==> src/rtl/music_pkg.sv <==
// -----------------------------------------------------------------------------
// music_pkg
// Shared definitions for the music sequencer: sequencer state encoding, the
// two-bit mode encodings, the note frequency table and the elaboration-time
// tone half-period helper.
// -----------------------------------------------------------------------------
package music_pkg;

    // Sequencer states.
    typedef enum logic [2:0] {
        ST_IDLE   = 3'd0,
        ST_FETCH  = 3'd1,
        ST_PLAY   = 3'd2,
        ST_PAUSED = 3'd3,
        ST_KEYS   = 3'd4
    } state_e;

    // Values of the mode input.
    localparam logic [1:0] MODE_STOP = 2'b00;
    localparam logic [1:0] MODE_ONCE = 2'b01;
    localparam logic [1:0] MODE_LOOP = 2'b10;
    localparam logic [1:0] MODE_KEYS = 2'b11;

    // Note code -> frequency in Hz. Code 0 is a rest.
    // 1..7 = C4..B4, 8..14 = C5..B5, 15 = C6.
    localparam int NUM_NOTES = 16;
    localparam int NOTE_HZ [NUM_NOTES] = '{
           0,  262,  294,  330,  349,  392,  440,  494,
         523,  587,  659,  698,  784,  880,  988, 1047
    };

    // Tone half-period in clock cycles, floor(clk_hz / (2*f)).
    // Only ever called with constant arguments, so it folds away at
    // elaboration. A rest returns 0.
    function automatic int half_period(input int code, input int clk_hz);
        if (code <= 0 || code >= NUM_NOTES) begin
            return 0;
        end
        return clk_hz / (2 * NOTE_HZ[code]);
    endfunction

endpackage

==> src/rtl/music_tone_gen.sv <==
// -----------------------------------------------------------------------------
// music_tone_gen
// One square-wave voice. A half-period counter runs 0..HALF-1 for the current
// note code and toggles the output phase on each wrap. A change of code
// restarts counter and phase so a new note always begins from a clean low
// phase. Code 0 (rest) holds the output low. While en_i is low the counter
// and phase freeze and the output is forced low.
//
// Ports:
//   clk     in   system clock
//   rst_n   in   synchronous active-low reset
//   code_i  in   note code for this voice
//   en_i    in   1 = run, 0 = freeze and mute
//   spk_o   out  square wave
// -----------------------------------------------------------------------------
module music_tone_gen
    import music_pkg::*;
#(
    parameter int CLK_HZ = 25_000_000,
    parameter int CODE_W = 4,
    parameter int DIV_W  = 16
) (
    input  logic              clk,
    input  logic              rst_n,
    input  logic [CODE_W-1:0] code_i,
    input  logic              en_i,
    output logic              spk_o
);

    // Half-period lookup, every entry a constant computed at elaboration.
    logic [DIV_W-1:0] half_tbl [NUM_NOTES];

    for (genvar c = 0; c < NUM_NOTES; c++) begin : g_half
        localparam logic [DIV_W-1:0] HALF = DIV_W'(half_period(c, CLK_HZ));
        assign half_tbl[c] = HALF;
    end

    logic [CODE_W-1:0] code_q;
    logic [DIV_W-1:0]  cnt_q, cnt_d;
    logic              phase_q, phase_d;
    logic [DIV_W-1:0]  half;

    assign half = half_tbl[code_q];

    // NOTE: every signal assigned in always_comb gets a default at the top,
    // otherwise a path that skips the assignment infers a latch.
    always_comb begin
        cnt_d   = cnt_q;
        phase_d = phase_q;
        if (code_i != code_q || code_q == '0) begin
            // New note or rest: restart from a clean low phase.
            cnt_d   = '0;
            phase_d = 1'b0;
        end else if (en_i) begin
            if (cnt_q == half - DIV_W'(1)) begin
                cnt_d   = '0;
                phase_d = ~phase_q;
            end else begin
                cnt_d = cnt_q + DIV_W'(1);
            end
        end
    end

    // NOTE: sequential state uses non-blocking assignments so every register
    // samples the pre-edge values of the others, independent of block order.
    always_ff @(posedge clk) begin
        if (!rst_n) begin
            code_q  <= '0;
            cnt_q   <= '0;
            phase_q <= 1'b0;
        end else begin
            code_q  <= code_i;
            cnt_q   <= cnt_d;
            phase_q <= phase_d;
        end
    end

    assign spk_o = phase_q & en_i;

endmodule

==> src/rtl/music_sequencer.sv <==
// -----------------------------------------------------------------------------
// music_sequencer
// Multi-voice note player for the 25 MHz board. Note codes come either from an
// external score ROM (play-once or loop over an address window, at a fixed
// tempo, with pause) or directly from the keyboard scanners. Each voice has
// its own square-wave generator; a round-robin mixer samples one voice per
// cycle onto the single buzzer.
//
// Ports:
//   ext_clk_25m  in   system clock
//   ext_rst_n    in   synchronous active-low reset
//   mode         in   00 stop, 01 ROM play-once, 10 ROM loop, 11 keyboard
//   start        in   one-cycle pulse, begin/restart ROM playback
//   pause        in   level, freeze ROM playback
//   start_addr   in   first score address (sampled live)
//   end_addr     in   last score address, inclusive (sampled live)
//   rom_addr     out  score ROM address
//   rom_data     in   score word, one code per voice
//   key_code     in   keyboard codes, one per voice
//   cur_code     out  codes currently sounding
//   busy         out  high in FETCH, PLAY, PAUSED
//   done         out  pulse at end of play-once or on a rejected start
//   spk          out  per-voice square waves
//   spk_mix      out  mixed buzzer output
// -----------------------------------------------------------------------------
module music_sequencer
    import music_pkg::*;
#(
    parameter int CLK_HZ     = 25_000_000,
    parameter int TEMPO_HZ   = 4,
    parameter int NUM_VOICES = 2,
    parameter int ADDR_W     = 10,
    parameter int CODE_W     = 4,
    parameter int DIV_W      = 16
) (
    input  logic                         ext_clk_25m,
    input  logic                         ext_rst_n,
    input  logic [1:0]                   mode,
    input  logic                         start,
    input  logic                         pause,
    input  logic [ADDR_W-1:0]            start_addr,
    input  logic [ADDR_W-1:0]            end_addr,
    output logic [ADDR_W-1:0]            rom_addr,
    input  logic [NUM_VOICES*CODE_W-1:0] rom_data,
    input  logic [NUM_VOICES*CODE_W-1:0] key_code,
    output logic [NUM_VOICES*CODE_W-1:0] cur_code,
    output logic                         busy,
    output logic                         done,
    output logic [NUM_VOICES-1:0]        spk,
    output logic                         spk_mix
);

    localparam int BUS_W       = NUM_VOICES * CODE_W;
    localparam int BEAT_CYCLES = CLK_HZ / TEMPO_HZ;
    localparam int BEAT_W      = $clog2(BEAT_CYCLES + 1);
    localparam int SEL_W       = (NUM_VOICES > 1) ? $clog2(NUM_VOICES) : 1;

    localparam logic [BEAT_W-1:0] BEAT_LAST = BEAT_W'(BEAT_CYCLES - 1);
    localparam logic [SEL_W-1:0]  SEL_LAST  = SEL_W'(NUM_VOICES - 1);

    state_e            state_q, state_d;
    logic [ADDR_W-1:0] addr_q,  addr_d;
    logic [BEAT_W-1:0] beat_q,  beat_d;
    logic [BUS_W-1:0]  cur_q,   cur_d;
    logic              done_q,  done_d;
    logic [SEL_W-1:0]  sel_q,   sel_d;
    logic              mix_q;
    logic              tone_en;

    // ---------------------------------------------------------------------
    // Sequencer next-state logic. Priority: stop, keyboard, then the
    // per-state ROM behaviour (restart, fetch, pause, beat end).
    // ---------------------------------------------------------------------
    always_comb begin
        state_d = state_q;
        addr_d  = addr_q;
        beat_d  = beat_q;
        cur_d   = cur_q;
        done_d  = 1'b0;

        if (mode == MODE_STOP) begin
            state_d = ST_IDLE;
            cur_d   = '0;
        end else if (mode == MODE_KEYS) begin
            // Loading on the transition edge too keeps key latency at one cycle.
            state_d = ST_KEYS;
            cur_d   = key_code;
        end else begin
            case (state_q)
                ST_IDLE: begin
                    if (start) begin
                        if (start_addr <= end_addr) begin
                            state_d = ST_FETCH;
                            addr_d  = start_addr;
                        end else begin
                            done_d = 1'b1;
                        end
                    end
                end

                ST_KEYS: begin
                    state_d = ST_IDLE;
                    cur_d   = '0;
                end

                ST_FETCH, ST_PLAY, ST_PAUSED: begin
                    if (start) begin
                        state_d = ST_FETCH;
                        addr_d  = start_addr;
                    end else if (state_q == ST_FETCH) begin
                        state_d = ST_PLAY;
                        cur_d   = rom_data;
                        beat_d  = '0;
                    end else if (pause) begin
                        // Beat counter holds for every edge pause is seen.
                        state_d = ST_PAUSED;
                    end else begin
                        // The resume edge also counts as a play cycle, so a
                        // pause lengthens the note by exactly its duration.
                        state_d = ST_PLAY;
                        if (beat_q == BEAT_LAST) begin
                            beat_d = '0;
                            if (addr_q != end_addr) begin
                                state_d = ST_FETCH;
                                addr_d  = addr_q + ADDR_W'(1);
                            end else if (mode == MODE_LOOP) begin
                                state_d = ST_FETCH;
                                addr_d  = start_addr;
                            end else begin
                                state_d = ST_IDLE;
                                cur_d   = '0;
                                done_d  = 1'b1;
                            end
                        end else begin
                            beat_d = beat_q + BEAT_W'(1);
                        end
                    end
                end

                default: begin
                    state_d = ST_IDLE;
                    cur_d   = '0;
                end
            endcase
        end
    end

    // Round-robin mixer slot.
    always_comb begin
        sel_d = (sel_q == SEL_LAST) ? '0 : sel_q + SEL_W'(1);
    end

    // NOTE: reset is synchronous and covers every register here; there is no
    // memory array, so nothing is left to power-up state.
    always_ff @(posedge ext_clk_25m) begin
        if (!ext_rst_n) begin
            state_q <= ST_IDLE;
            addr_q  <= '0;
            beat_q  <= '0;
            cur_q   <= '0;
            done_q  <= 1'b0;
            sel_q   <= '0;
            mix_q   <= 1'b0;
        end else begin
            state_q <= state_d;
            addr_q  <= addr_d;
            beat_q  <= beat_d;
            cur_q   <= cur_d;
            done_q  <= done_d;
            sel_q   <= sel_d;
            mix_q   <= spk[sel_q];
        end
    end

    // ---------------------------------------------------------------------
    // Voices
    // ---------------------------------------------------------------------
    assign tone_en = (state_q != ST_PAUSED);

    for (genvar v = 0; v < NUM_VOICES; v++) begin : g_voice
        music_tone_gen #(
            .CLK_HZ (CLK_HZ),
            .CODE_W (CODE_W),
            .DIV_W  (DIV_W)
        ) u_tone (
            .clk    (ext_clk_25m),
            .rst_n  (ext_rst_n),
            .code_i (cur_q[v*CODE_W +: CODE_W]),
            .en_i   (tone_en),
            .spk_o  (spk[v])
        );
    end

    assign rom_addr = addr_q;
    assign cur_code = cur_q;
    assign done     = done_q;
    assign busy     = (state_q == ST_FETCH) || (state_q == ST_PLAY) ||
                      (state_q == ST_PAUSED);
    assign spk_mix  = mix_q;

endmodule

==> config.mk <==
export PLATFORM = sky130hd
export DESIGN_NAME = music_sequencer
export DESIGN_NICKNAME = d
export VERILOG_FILES = /design/src/rtl/music_pkg.sv /design/src/rtl/music_tone_gen.sv /design/src/rtl/music_sequencer.sv
export SDC_FILE = /design/constraint.sdc
export NUM_CORES = 1
export LEC_CHECK = 0
export ABC_AREA = 1
export CAP_MARGIN = 25
export CORE_MARGIN = 2
export CORE_UTILIZATION = 35
export CTS_BUF_LIST = sky130_fd_sc_hd__clkbuf_2 sky130_fd_sc_hd__clkbuf_4 sky130_fd_sc_hd__clkbuf_8
export DETAILED_ROUTE_END_ITERATION = 16
export PLACE_DENSITY = 0.58
export SLEW_MARGIN = 5
export SYNTH_ARGS = -nofsm -noshare
export SYNTH_HDL_FRONTEND = slang
export SYNTH_SLANG_ARGS = --single-unit
export TNS_END_PERCENT = 10
==> constraint.sdc <==
create_clock -name ext_clk_25m -period 3.4 [get_ports ext_clk_25m]
set_input_delay 0.34 -clock ext_clk_25m [delete_from_list [all_inputs] [get_ports ext_clk_25m]]
set_output_delay 0.34 -clock ext_clk_25m [all_outputs]
set_load 0.05 [all_outputs]
Yosys cells after proc, flatten, opt, wreduce, memory -nomap -nowiden:

Memories as Yosys holds them, arrays and structs flattened.
Cells that the tools add are included.

* ROM bits: 512
* word-level logic and storage cells: 133
* input port bits: 42
* memories: 2
* bits in registers: 89
* output and inout bits: 23

Memories
* (name not given): depth 16, bits a word 16, read ports 1, clocked after Yosys merged registers in 0, wr ports 0, line music_tone_gen.sv:43 `assign half = half_tbl[code_q];`
* (name not given): depth 16, bits a word 16, read ports 1, clocked after Yosys merged registers in 0, wr ports 0, line music_tone_gen.sv:43

* bitwise logic cells: 10
* multiplexer cells: 47
* order comparisons: 4
* reduce and logical (&&, ||, !) cells: 22
* equality and inequality tests: 27
* add/sub/neg operators: 7

Operators with widths (count)
* 16-bit two-way mux: 6
* 10-bit two-way mux: 8
* 23-bit two-way mux: 3
* 8-bit two-way mux: 7
* 16-bit by 1-bit adder with 16-bit output (second input constant): 2
* 16-bit == test: 2
* 16-bit by 1-bit subtractor with 16-bit output (second input constant): 2
* 23-bit by 1-bit adder with 23-bit output (second input constant): 1
* 23-bit == test (second input constant): 1
* 4-bit != test (second input constant): 5
* 10-bit one-hot mux with 2 select lines: 1
* 3-bit != test (second input constant): 6
* 8-bit one-hot mux with 2 select lines: 1
* 1-bit two-way mux: 12
* 10-bit by 1-bit adder with 10-bit output (second input constant): 1
* 5-bit greater-or-equal comparator (second input constant): 2
* 10-bit <= comparator: 1
* 10-bit != test: 1
* 4-bit inverter with 5-bit output: 2
* 3-bit two-way mux: 3
* 9-bit AND reduction: 1
* 4-bit zero test: 2
* 2-bit two-way mux: 4
* 4-bit != test: 2
* 21 further kinds: 41

Depth between registers and ports, before layout:

Gate-level depths: netlist of the first run.

* word-level depth: 9
* mapped depth: 23
* gate-level depth less buffers: 22

Cells and area by module:

From an unflattened synthesis of the first run, not the netlist that was laid out.

* cells, all modules: 1375
* area total of the unflattened synthesis: 8494.4 um^2

By module, submodules not included
* music_tone_gen: instances 2, cells each 421, area an instance 2527.4 um^2, sequential area each 420.4 um^2
* music_sequencer: instances 1, cells each 533, area an instance 3439.5 um^2, sequential area each 940.9 um^2

Worst setup path before layout of the first run:

Ideal clock, no wire load.

* path kind: flip-flop to flip-flop
* start point: reg g_voice[1].u_tone.code_q[0]
* end point: reg g_voice[1].u_tone.cnt_q[12]
* library setup time: 117 ps
* setup slack: 645 ps
* data arrival time: 2638 ps
* cell stages (with the launch flop): 22
* required time: 3283 ps
* clock period less this slack: 2755 ps
* buffers on the path: 1
* cells stage by stage: dfxtp_1 > inv_1 > ha_1 > inv_1 > nand2_2 > nand3_1 > nand2_1 > inv_1 > ha_1 > xor2_1 > xor2_1 > nor2_1 > nand2_1 > nor2_1 > nand2_1 > nor2_1 > nand2_1 > nor2_2 > nand2_2 > nand2_4 > buf_6 > nor2_1

* longest elaborated chain between the ends: 7
* elaborated cells between the ends (all ways): 11
* those cells by class: add/sub (1); eq/ne (2); mux (3); bitwise (1); reduce/logical (3); memory (1)

RTL lines
* start: declaration: line music_tone_gen.sv:38 `logic [CODE_W-1:0] code_q;`
* start signal: assignment: line music_tone_gen.sv:72 `code_q <= code_i;`
* 4-bit inverter with 5-bit output (not written as such): line music_tone_gen.sv:43
* memory 16 x 16 bit
* 16-bit two-way mux (not written as such) (2 in a row): line music_tone_gen.sv:43
* 16-bit by 1-bit subtractor with 16-bit output: line music_tone_gen.sv:55 `if (cnt_q == half - DIV_W'(1)) begin`
* 16-bit == test: line music_tone_gen.sv:55
* 16-bit two-way mux: line music_tone_gen.sv:55
* end signal: assignment: line music_tone_gen.sv:73 `cnt_q <= cnt_d;`
* end: declaration: line music_tone_gen.sv:39 `logic [DIV_W-1:0] cnt_q, cnt_d;`

Several ways; a longest one is shown, not always the timed one. The select of a mux whose other input is x is not followed.
A chain may end at the register's enable or synchronous reset.

Worst setup path after layout of the first run:

* start point: reg g_voice[1].u_tone.code_q[0]
* end point: reg g_voice[1].u_tone.cnt_q[10]

Same word-level chain as after synthesis.

==> results.toml, run 1 <==
[run_status]
status = "complete, no violations"

[worst_hold_path]
holdPathStages = 1
min_from = "sel_q$_SDFF_PP0_"
holdPathEnd = "sel_q$_SDFF_PP0_"
hp-class = "register to register"

[synth]
syn_area_per_cell_um2 = 6.10
async_flop_share_pct = 0
synth.top_cell.area_share_pct = 25.5
synth_most_common_cell = "nand2_1"
syn_area_um2 = 7000
synth_edf_count = 0
yosysUniqueCellTypes = 46
synth_cells = 1148
synth-main-ff-cell = "dfxtp_1"
synth_nets = 1225
seq_area_frac_synth_pct = 25.5
ys_top_cells_by_area = "dfxtp_1, nand2_1, nor2_1"
ys_warn_count = 0
synth-seq-cells = 89
synth_largest_area_cell = "dfxtp_1"
ys_top_cells_by_count = "nand2_1, nor2_1, inv_1"

[timing]
setup_slack_ns = 0.406
rsz0062_at_grt = "false"
slew_viol_final = 0
setup_viol = 0
skew_ns = 0.0145
finalSetupTns_ns = 0
period_share_pct = 88.1
fmax_mhz = 334
hold_viol = 0
final.min_clock_period_ns = 2.99
worst_pin_slew_ns = 0.644
relSlewSlack_pct = 56.6

[power]
p_per_area_nw_per_um2 = 306
leakage_uw = 0.00374
fin_total_pwr_uw = 2480
peakVddDrop_v = 0.000182

[drt]
drc_errors = 0
ant_nets = 0
dr_total_vias = 6978
wl_per_cell_um = 12.1
drt_iter0_markers = 389
vias_per_cell = 4.71
routed_wl_um = 17900
firstDrtPassIters = 5

[floorplan]
coreArea_um2 = 19500
die_h_um = 145
die-width_um = 145
die_area_um2 = 21100
rows = 51
start_util_pct = 35.8
io_pins = 65

[placed_design]
port_buffers = 64
dp_hpwl_um = 14400
gp_congestion = 0.888
dp_cells = 1465
place_ws_ns = 0.297

[clock_tree]
cts_max_path_buffers = 2
clkTransAtPathRegs_ns = 0.10
cts_htree_levels = 3
numCtsBuffers = 9
cts-root-buf = "clkbuf_8"
postCtsHoldBufs = 0
clock_latency_ns = 0.38
cts_tree = "yes"
cts_sinks = 89

[worst_setup_path]
cp_data_arrival_time_ns = 3.26
cp.required_ns = 3.66
crit_path_max_fanout = 15
endpoint_kind = "register"
rr_worst_depth = 19
worstSetupStartpointType = "register"
reg2reg_to = "g_voice[1].u_tone.cnt_q[10]$_SDFFE_PP0N_"
timing.rr.start = "g_voice[1].u_tone.code_q[0]$_SDFF_PN0_"
ff2ff_setup_slack_ns = 0.41
critical_path_class = "register to register"

[grt]
grt-ovfl-total = 0
grt_pass1_vias = 6542
antenna_found_initial = 0
grt_max_degree = 21
grt_pass1_wl_um = 31000
grt_usage_pct = 17.4

[layout]
nets = 1288
final_core_util_pct = 41.5
final-seq-area_um2 = 1790
layout-drive-gt1-share_pct = 6.25
nFillCells = 2146
fin_cells = 1481
antenna_cells = 0
multi_input_area_um2 = 4460
area_growth_pct = 15.8

[flow_run]
cap_violations = 0
-- layer usage --
metal | GRT usage (%) | share of wire [%] | vias up
met3 | 2.79 | 4.2 | 17
met2 | 27.7 | 44 | 147
met1 | 24.6 | 51 | 3071
met4 | 4.26 | 1.2 | 0
met5 | 0 | 0 | -
li1 | - | - | 3743
-- power by group --
part	total (µW)	internal [µW]	switching, µW
registers	1100	1070	36.6
clock network	759	295	465
logic	615	236	379
-- registers in the layout (all words and copies together) (netlist names) --
signal / cells
beat_q: 23
g_voice.u_tone.cnt_q: 32
sel_q: 1
g_voice.u_tone.code_q: 8
state_q: 3
rom_addr: 10
g_voice.u_tone.phase_q: 2
spk_mix: 1
cur_code: 8
done: 1
-- cells by family after synthesis --
group,share of synthesized area (%)
buffers and inverters,10.9
AND/OR/NAND/NOR,41.2
XOR/XNOR,6.63
adder cells (fa/ha/maj),6.26
flip-flops,25.5
AO/OA/AOI/OAI,9.31
multiplexers,0.161
-- placed cells by master (no fill, tap or decap), types with 6 or more instances in the layout --
cell type        instances
a211oi_1                 6
a21oi_1                 32
buf_4                   12
clkbuf_8                 9
clkdlybuf4s50_1         64
dfxtp_1                 86
ha_1                    35
inv_1                  148
nand2_1                347
nand2_2                  9
nand3_1                 97
nand4_1                 18
nor2_1                 149
nor2_2                  19
nor3_1                  18
nor4_1                  10
o21ai_0                 52
xnor2_1                  7
xor2_1                  46
-- critical path: stages (launching register included) --
cell     delay (ns)
dfxtp_2        0.44
inv_1          0.17
ha_1           0.34
inv_1          0.09
nand2_2        0.10
nand3_1        0.11
nand2_1        0.06
inv_1          0.06
ha_1           0.20
nand3_1        0.09
nor2_1         0.22
nand4_1        0.18
nand3_1        0.13
nand2_1        0.06
nor2_1         0.10
nand2_1        0.09
nor2_2         0.17
nand2_2        0.08
nand2_4        0.16
nor2_1         0.06
-- repair_timing --
action,CTS,global route
resized for setup,0,4
setup buffers,0,0
endpoints found under the setup margin,0,30
-- layout make-up --
| cell class | instances | area share, % |
|---|---|---|
| well taps | 265 | 4.09 |
| repair buffers | 76 | 9.02 |
| clock buffers | 9 | 1.53 |
| inverters | 155 | 7.27 |
| flip-flops and latches | 89 | 22.0 |
| clock inverters | 7 | 1.07 |
| multi-input cells | 880 | 55.0 |
-- worst max-delay path by stage --
stage,from,to,slack [ns],cells after the start
CTS,g_voice[1].u_tone.code_q[0]$_SDFF_PN0_,g_voice[1].u_tone.cnt_q[13]$_SDFFE_PP0N_,0.27,21
finish,g_voice[1].u_tone.code_q[0]$_SDFF_PN0_,g_voice[1].u_tone.cnt_q[10]$_SDFFE_PP0N_,0.41,19
floorplan,g_voice[1].u_tone.code_q[0]$_SDFF_PN0_,g_voice[1].u_tone.cnt_q[12]$_SDFFE_PP0N_,0.65,21
global placement,g_voice[0].u_tone.code_q[1]$_SDFF_PN0_,g_voice[0].u_tone.cnt_q[3]$_SDFFE_PP0N_,0.38,21
global route,g_voice[1].u_tone.code_q[0]$_SDFF_PN0_,g_voice[1].u_tone.cnt_q[10]$_SDFFE_PP0N_,0.03,21
detailed placement,g_voice[1].u_tone.code_q[0]$_SDFF_PN0_,g_voice[1].u_tone.cnt_q[6]$_SDFFE_PP0N_,0.30,21
-- metrics by stage --
stage          hold slack, ns  area (µm²)
2_1_floorplan           0.405        7000
3_3_place_gp            0.420        7890
3_5_place_dp            0.425        7890
4_1_cts                 0.439        8100
5_1_grt                 0.461        8100
6_report                0.433        8100
No activity file was read; power rests on OpenSTA's default activity.
==> run 2, diff against run 1 <==
--- a/config.mk
+++ b/config.mk
@@ -12,5 +12,5 @@
 export CTS_BUF_LIST = sky130_fd_sc_hd__clkbuf_2 sky130_fd_sc_hd__clkbuf_4 sky130_fd_sc_hd__clkbuf_8
 export DETAILED_ROUTE_END_ITERATION = 16
-export PLACE_DENSITY = 0.58
+export PLACE_DENSITY = 0.6
 export SLEW_MARGIN = 5
 export SYNTH_ARGS = -nofsm -noshare
==> constraint.sdc (replaced) <==
create_clock -name ext_clk_25m -period 2.5 [get_ports ext_clk_25m]
set_input_delay 0.5 -clock ext_clk_25m [delete_from_list [all_inputs] [get_ports ext_clk_25m]]
set_output_delay 0.5 -clock ext_clk_25m [all_outputs]
set_load 0.05 [all_outputs]
==> run 2 against run 1 <==
The run now ends with setup timing left. Worst hold slack improved by 0.0040 ns. Global-route usage grew 0.32 points. Routed wire length grew 6.1%. Die area unchanged. Register-to-register slack got worse by 0.46 ns. Largest cell class unchanged.
==> results.toml, run 2 (synthesis gave the netlist of run 1 again) <==
[timing]
finalSetupTns_ns = -0.780
setup_slack_ns = -0.0551
hold_viol = 0
final.min_clock_period_ns = 2.56
timing.hold.ws_ns = 0.437
skew_ns = 0.0192
period_share_pct = 102
setup_viol = 22
relSlewSlack_pct = 57.8
rsz0062_at_grt = "true"
slew_viol_final = 0
worst_pin_slew_ns = 0.632
fmax_mhz = 391

[layout]
antenna_cells = 0
mostFrequentLayoutCells = "nand2_1, inv_1, nor2_1"
area_growth_pct = 32.9
nets = 1407
layout-drive-gt1-share_pct = 19.0
largest_register_ffs = 32
final_common_cell = "nand2_1"
final_core_util_pct = 47.6
nFillCells = 2069
largest_register = "g_voice.u_tone.cnt_q"

[flow_run]
cap_violations = 0

[grt]
antenna_found_initial = 0
grt_max_degree = 20
grt_pass1_wl_um = 31600
grt_pass1_vias = 6842
grt-ovfl-total = 0
grt_usage_pct = 17.7

[worst_setup_path]
endpoint_kind = "register"
timing.rr.start = "g_voice[1].u_tone.code_q[0]$_SDFF_PN0_"
cp.required_ns = 2.78
worstSetupStartpointType = "register"
crit_path_max_fanout = 7
cp_data_arrival_time_ns = 2.83
rr_worst_depth = 18
critical_path_class = "register to register"
crit_start = "g_voice[1].u_tone.code_q[0]$_SDFF_PN0_"

[drt]
drt_iter0_markers = 304
vias_per_cell = 4.65
drc_errors = 0
ant_nets = 0
wl_per_cell_um = 11.9
firstDrtPassIters = 5
routed_wl_um = 19000
dr_total_vias = 7436

[worst_hold_path]
holdPathStages = 1
hp-class = "register to register"
min_from = "sel_q$_SDFF_PP0_"

[run_status]
violations = "setup timing"
status = "finished, violations left"

[placed_design]
dp_hpwl_um = 15300
place_ws_ns = -0.351
gp_congestion = 0.886
port_buffers = 64

[clock_tree]
cts-root-buf = "clkbuf_8"
cts_sinks = 89
postCtsHoldBufs = 0
cts_tree = "yes"
numCtsBuffers = 9
cts_max_path_buffers = 2
cts_htree_levels = 3
clock_latency_ns = 0.39
clkTransAtPathRegs_ns = 0.11

[floorplan]
coreArea_um2 = 19500
die_h_um = 145
rows = 51
die-width_um = 145
io_pins = 65
start_util_pct = 35.8
die_area_um2 = 21100

[power]
p_per_area_nw_per_um2 = 381
peakVddDrop_v = 0.000217
leakage_uw = 0.00435
## run 2: worst max-delay path, cell delays in order, from the launching register on
cell and delay [ns]:
dfxtp_4 0.39, inv_4 0.04, ha_4 0.27, inv_4 0.04
nand2_4 0.06, buf_4 0.14, nand2_1 0.07, a21oi_1 0.25
nand3_1 0.15, nor2_1 0.17, nand2_1 0.06, nand2_1 0.06
nand2_1 0.05, nor2_1 0.17, nand3_2 0.13, nor2_4 0.13
nand2_4 0.10, nand2_4 0.13, nor2_1 0.05
## run 2: power breakdown
group	switching, µW	leakage [µW]	internal (µW)	total [µW]
Clock	636	0.000104	401	1040
Combinational	574	0.00352	438	1010
Sequential	46.5	0.000723	1450	1490
## run 2: layout make-up
cell class              count  area [µm²]  area share [%]
inverters                 155         602            6.47
repair buffers            194        1660            17.8
well taps                 265         332            3.56
clock buffers               9         124            1.33
multi-input cells         881        4710            50.6
flip-flops and latches     89        1800            19.3
clock inverters             7        81.3           0.874
## run 2: what timing repair did
item                       CTS  global route
buffers inserted             2             1
setup endpoints to repair   36            44
gates resized for setup     13            56
cloned                       0             1
pin swaps                    7            17
## run 2: path summary, 6_finish.rpt
| path | endpoint | slack (ns) |
|---|---|---|
| setup / recovery | g_voice[1].u_tone.cnt_q[15]$_SDFFE_PP0N_ | -0.06 |
| hold / removal | sel_q$_SDFF_PP0_ | 0.44 |
| setup reg to reg | g_voice[1].u_tone.cnt_q[15]$_SDFFE_PP0N_ | -0.06 |
| hold reg to reg | sel_q$_SDFF_PP0_ | 0.44 |
## run 2: per-layer routing
layer	vias up	wire, µm	track usage (%)	part of all wire, %
li1	4000	-	-	-
met1	3285	9330	23.5	49
met4	0	304	4.66	1.6
met3	26	711	3.20	3.7
met2	125	8630	29.6	45
met5	-	0	0	0
## run 2: per-stage QoR
step                      cell area (µm²)  cells  power [µW]
after CTS                            9110   1598        3540
after global placement               8840   1580        2470
after floorplan                      7060   1148        2120
after global routing                 9300   1600        3750
final                                9300   1600        3540
after detailed placement             8840   1580        2480
